## src/rtl/seven_segment_scan_controller.sv

```systemverilog
// Eight-digit multiplexed 7-segment scan controller with a double-buffered display register.
// Optional leading-zero suppression when SEVEN_SEG_LEADING_ZERO_BLANK_EN is defined.
module seven_segment_scan_controller #(
  parameter int DIGIT_CYCLES = 32768,
  parameter int BLANK_CYCLES = 256
) (
  input  logic        clk,
  input  logic        reset_n,
  input  logic        wr_valid,
  output logic        wr_ready,
  input  logic [31:0] wr_data,
  input  logic [7:0]  wr_mask,
  input  logic [7:0]  wr_dp,
  input  logic [7:0]  digit_en,
  output logic [7:0]  an_outputs,
  output logic [6:0]  seg_outputs,
  output logic        dp_output,
  output logic        frame_tick
);

  localparam int            CW        = $clog2(DIGIT_CYCLES);
  localparam logic [CW-1:0] SLOT_LAST = CW'(DIGIT_CYCLES - 1);
  localparam logic [CW-1:0] BLANK_END = CW'(BLANK_CYCLES);

  typedef enum logic {
    ST_BLANK,
    ST_DRIVE
  } state_t;

  state_t        state_q, state_d;
  logic [CW-1:0] count;
  logic [2:0]    idx;
  logic          slot_last, frame_last;

  assign slot_last  = (count == SLOT_LAST);
  assign frame_last = slot_last && (idx == 3'd7);

  // NOTE: sequential state uses non-blocking assignments so every flop samples pre-edge values.
  always_ff @(posedge clk or negedge reset_n) begin
    if (!reset_n) begin
      count <= '0;
      idx   <= '0;
    end else if (slot_last) begin
      count <= '0;
      idx   <= idx + 3'd1;
    end else begin
      count <= count + CW'(1);
    end
  end

  // Write path: shadow collects masked writes, display only changes at the frame boundary.
  logic        pending, accept, commit;
  logic [31:0] shadow, display, merged;
  logic [7:0]  shadow_dp, display_dp, merged_dp;

  assign wr_ready = !pending;
  assign accept   = wr_valid && !pending;
  assign commit   = frame_tick && pending;

  // NOTE: every always_comb output gets a default first, otherwise unassigned paths infer latches.
  always_comb begin
    merged    = shadow;
    merged_dp = shadow_dp;
    for (int k = 0; k < 8; k++) begin
      if (wr_mask[k]) begin
        merged[4*k +: 4] = wr_data[4*k +: 4];
        merged_dp[k]     = wr_dp[k];
      end
    end
  end

  // NOTE: the nibble stores are plain flops with a defined reset so the display starts blank-zero,
  // unlike RAM-style arrays which are normally left unreset.
  always_ff @(posedge clk or negedge reset_n) begin
    if (!reset_n) begin
      shadow     <= '0;
      shadow_dp  <= '0;
      display    <= '0;
      display_dp <= '0;
      pending    <= 1'b0;
    end else if (accept) begin
      shadow    <= merged;
      shadow_dp <= merged_dp;
      pending   <= 1'b1;
    end else if (commit) begin
      display    <= shadow;
      display_dp <= shadow_dp;
      pending    <= 1'b0;
    end
  end

  logic [7:0] supp;

`ifdef SEVEN_SEG_LEADING_ZERO_BLANK_EN
  logic [7:0] lz, lz_next;
  logic [7:1] upper_zero;

  always_comb begin
    upper_zero    = '0;
    lz_next       = '0;
    upper_zero[7] = (shadow[31:28] == 4'h0);
    for (int k = 6; k >= 1; k--) begin
      upper_zero[k] = upper_zero[k+1] && (shadow[4*k +: 4] == 4'h0);
    end
    for (int k = 1; k < 8; k++) begin
      lz_next[k] = upper_zero[k] && !shadow_dp[k];
    end
  end

  // Reset value matches the all-zero display: digits 1..7 are leading zeros.
  always_ff @(posedge clk or negedge reset_n) begin
    if (!reset_n) begin
      lz <= 8'hFE;
    end else if (commit) begin
      lz <= lz_next;
    end
  end

  assign supp = lz;
`else
  assign supp = '0;
`endif

  function automatic logic [6:0] seg_decode(input logic [3:0] v);
    logic [6:0] s;
    case (v)
      4'h0: s = 7'b1000000;
      4'h1: s = 7'b1111001;
      4'h2: s = 7'b0100100;
      4'h3: s = 7'b0110000;
      4'h4: s = 7'b0011001;
      4'h5: s = 7'b0010010;
      4'h6: s = 7'b0000010;
      4'h7: s = 7'b1111000;
      4'h8: s = 7'b0000000;
      4'h9: s = 7'b0010000;
      4'hA: s = 7'b0001000;
      4'hB: s = 7'b0000011;
      4'hC: s = 7'b1000110;
      4'hD: s = 7'b0100001;
      4'hE: s = 7'b0000110;
      default: s = 7'b0001110;
    endcase
    return s;
  endfunction

  logic       lit_q, lit_d;
  logic [3:0] cur_nibble;
  logic [7:0] an_d;
  logic [6:0] seg_d;
  logic       dp_d;

  assign cur_nibble = display[{idx, 2'b00} +: 4];

  // Pin state is computed from count/idx and registered, so pins lag the counter by one cycle.
  always_comb begin
    state_d = (count >= BLANK_END) ? ST_DRIVE : ST_BLANK;
    lit_d   = lit_q;
    an_d    = 8'hFF;
    seg_d   = 7'h7F;
    dp_d    = 1'b1;
    if (state_d == ST_DRIVE && state_q == ST_BLANK) begin
      lit_d = digit_en[idx] && !supp[idx];
    end
    if (state_d == ST_DRIVE && lit_d) begin
      an_d  = ~(8'd1 << idx);
      seg_d = seg_decode(cur_nibble);
      dp_d  = ~display_dp[idx];
    end
  end

  always_ff @(posedge clk or negedge reset_n) begin
    if (!reset_n) begin
      state_q     <= ST_BLANK;
      lit_q       <= 1'b0;
      an_outputs  <= 8'hFF;
      seg_outputs <= 7'h7F;
      dp_output   <= 1'b1;
      frame_tick  <= 1'b0;
    end else begin
      state_q     <= state_d;
      lit_q       <= lit_d;
      an_outputs  <= an_d;
      seg_outputs <= seg_d;
      dp_output   <= dp_d;
      frame_tick  <= frame_last;
    end
  end

endmodule

```

## config.mk

```make
export PLATFORM = sky130hd
export DESIGN_NAME = seven_segment_scan_controller
export DESIGN_NICKNAME = d
export VERILOG_FILES = /design/src/rtl/seven_segment_scan_controller.sv
export SDC_FILE = /design/constraint.sdc
export NUM_CORES = 1
export LEC_CHECK = 0
export ABC_AREA = 1
export CAP_MARGIN = 20
export CELL_PAD_IN_SITES_DETAIL_PLACEMENT = 0
export CELL_PAD_IN_SITES_GLOBAL_PLACEMENT = 2
export CORE_MARGIN = 1.5
export CORE_UTILIZATION = 35
export CTS_CLUSTER_SIZE = 10
export DETAILED_ROUTE_END_ITERATION = 12
export PLACE_DENSITY = 0.9
export SLEW_MARGIN = 20
export SYNTH_ARGS = -nofsm -noshare
export SYNTH_HDL_FRONTEND = slang
export SYNTH_SLANG_ARGS = --single-unit
```

## constraint.sdc

```tcl
create_clock -name clk -period 2.9 [get_ports clk]
set_input_delay 0.58 -clock clk [delete_from_list [all_inputs] [get_ports clk]]
set_output_delay 0.58 -clock clk [all_outputs]
set_load 0.01 [all_outputs]
```

==> run metrics <==
GRT Total Usage 0.157; Area growth, synth to finish 27.7%; Die Footprint around 16000 um^2; CTS tree built; net count of the mapped netlist roughly 690; Post-DP Area 6400 um^2; number of global-route vias before repair 4072; Die H 128 um; Hold-fix buffers, CTS 0; Pint approximately 3 mW; worst-skew pair later-pin latency between 400 and 500 ps; clk buf depth 2; Ys Warns 0; CTS Buf Count 17; Cell Pwr Density about 540 nW/um^2; fraction of layout cells with a size suffix above 1 0.117; antenna-violating nets left 0; htree depth 4; CORE AREA around 15000 um^2; switching share of total power 0.214; Register Area between 2000 and 3000 um^2; P_sw between 0.8 and 0.9 mW; highest-count cells in the layout ignoring fill and taps 151 x nand2_1, 102 x dfrtp_1, 79 x inv_1; Async SR Flop Fraction 1.00; clock skew between 8 and 9 ps; Synth Instances a little over 600; IO Count 77; Rows between 40 and 50; Final period util 0.765; DP HPWL between 8000 and 9000 um; Tightest Pin Transition roughly 740 ps; Final setup viols 0; vias per cell between 4 and 5; Post-synth EDFFs 0; ANT cells 0; # clock sinks roughly 120; Post CTS Setup Buffer Count 0; WL per Instance 13.3 um; crit path kind register to register; register bit total from synthesis between 100 and 150; Port Buffers 76; RSZ-0062 raised after global routing false; largest net degree at the start of global routing between 70 and 80; combinational fraction of design power 0.038; MaxCap Viol Count 0; via count about 4000; maximum clock rate roughly 450 MHz; Fin. Hold Viols 0; Crit path required time between 3000 and 4000 ps; CTS resizes 0; main flop type after synthesis dfrtp_1; FF-to-FF setup slack around 700 ps; Slew Limit Fails 0; worst-path cell chain inv_8 -> o21ai_0 -> nand3_1 -> nand2_1 -> inv_1 -> ha_1 -> nand3_1 -> nand2_1 -> nand2_1 -> nand3_1; mapped cell area around 5500 um^2; Crit path max-delay family flip-flops; Seq/Total Area, Yosys 0.545; met2 GRT Util 0.246; gpl congestion approximately 0.76; Synth Area per Inst just under 9 um^2; Clk network pwr share 0.518; Yosys cell types 35; TritonRoute pass-1 iters 5; Die Width roughly 130 um; status finished, final reports clean; WL final about 12000 um; Initial Util 0.359; # DRC 0; clk slew on worst S/H paths ~60 ps; root buf cell clkbuf_16; Final nets slightly below 800; Crit. End Element register; area of the multi-input gates between 2000 and 2500 um^2; Crit path largest cell delay 700 ps; crit path launch type register; Crit Path Max Fanout 25; reg2reg path depth 10; r2r startpoint idx[0]$_DFFE_PN0N_; buffer and inverter count on the worst path 2; Worst EP arrival ~2600 ps; slew margin rel. 0.509; worst vdd ir roughly 0.40 mV; grt peak-use layer met2; Fillers approximately 1500; met1 Use GR 0.207; terminus of the critical flop-to-flop path seg_outputs[3]$_DFF_PN1_; final instance area about 7000 um^2; Iter 0 DRT Violations 259; Final Critical Period 2220 ps; worst hold path class input pin to asynchronous set/reset pin; Worst path slowest cell dfrtp_1; GR Util met3 0.0417; remaining global-route overflow 0; first-pass GRT wire length 20000 um; setup TNS 0 ps; leak pwr ~3.4 nW; antenna violations before repair 0; sequential share of power 0.444; most common cell after layout, fill and taps aside nand2_1
-- synth_stat cells (7+ instances only) --
cell type / instances / area share
a21oi_1: 38 / 0.035
clkbuf_1: 8 / 0.0055
dfrtp_1: 102 / 0.47
dfstp_2: 16 / 0.077
ha_1: 14 / 0.032
inv_1: 79 / 0.054
nand2_1: 152 / 0.10
nand3_1: 43 / 0.039
nor2_1: 59 / 0.041
o21ai_0: 38 / 0.035
xor2_1: 7 / 0.011
-- logic make-up after synthesis --
group	after synthesis	synth area share
simple gates	283	0.231
compound gates	83	0.0819
xor+xnor	10	0.0161
fa+ha+maj	14	0.0321
flops	118	0.545
buf+inv	98	0.0796
mux	7	0.0144
-- worst max path at each step --
| stage | slack (ps) | to | depth (start not counted) | startpoint |
|---|---|---|---|---|
| final | 680 | seg_outputs[3]$_DFF_PN1_ | 10 | idx[0]$_DFFE_PN0N_ |
| after global routing | 430 | seg_outputs[1]$_DFF_PN1_ | 11 | idx[0]$_DFFE_PN0N_ |
| after CTS | 620 | seg_outputs[3]$_DFF_PN1_ | 10 | idx[0]$_DFFE_PN0N_ |
| after detailed placement | 500 | shadow[19]$_DFFE_PN0P_ | 5 | wr_valid |
| after global placement | 550 | shadow_dp[0]$_DFFE_PN0P_ | 5 | wr_valid |
| after floorplan | 1180 | seg_outputs[3]$_DFF_PN1_ | 13 | idx[0]$_DFFE_PN0N_ |
-- flip-flops by register name, indices dropped and copies added (netlist names) --
| name | flops |
|---|---|
| lit_q | 1 |
| display | 32 |
| dp_output | 1 |
| display_dp | 8 |
| shadow_dp | 8 |
| seg_outputs | 7 |
| frame_tick | 1 |
| idx | 3 |
| pending | 1 |
| shadow | 32 |
| state_q | 1 |
| an_outputs | 8 |
| count | 15 |
-- area by class of cell --
cell class | count | area share
clock buffer | 20 | 0.0656
sequential | 118 | 0.427
timing repair buffer | 84 | 0.119
clock inverter | 12 | 0.0149
inverter | 81 | 0.0451
tap | 188 | 0.0338
multi-input combinational | 397 | 0.295
-- layer usage --
layer | wire length, um | share of wire
met3 | 455 | 0.038
met5 | 0 | 0
met1 | 5820 | 0.49
met4 | 151 | 0.013
met2 | 5510 | 0.46
-- power by group through the flow --
stage | registers, mW | logic (mW) | clock network (mW)
3_3_place_gp | 1.70 | 0.144 | 0
4_1_cts | 1.68 | 0.147 | 2.00
5_1_grt | 1.68 | 0.158 | 2.07
2_1_floorplan | 1.70 | 0.0220 | 0
6_report | 1.68 | 0.142 | 1.96
3_5_place_dp | 1.71 | 0.146 | 0
-- through the flow --
step | hold slack (ps) | instances | setup slack, ps | utilization | total power [mW]
global placement | 467 | 868 | 549 | 0.421 | 1.85
detailed placement | 474 | 868 | 495 | 0.421 | 1.85
floorplan | 284 | 613 | 1180 | - | 1.72
CTS | 244 | 900 | 620 | 0.458 | 3.82
global route | 279 | 900 | 427 | 0.458 | 3.91
finish | 228 | 900 | 682 | 0.458 | 3.78
No activity file was read; power rests on OpenSTA's default activity.
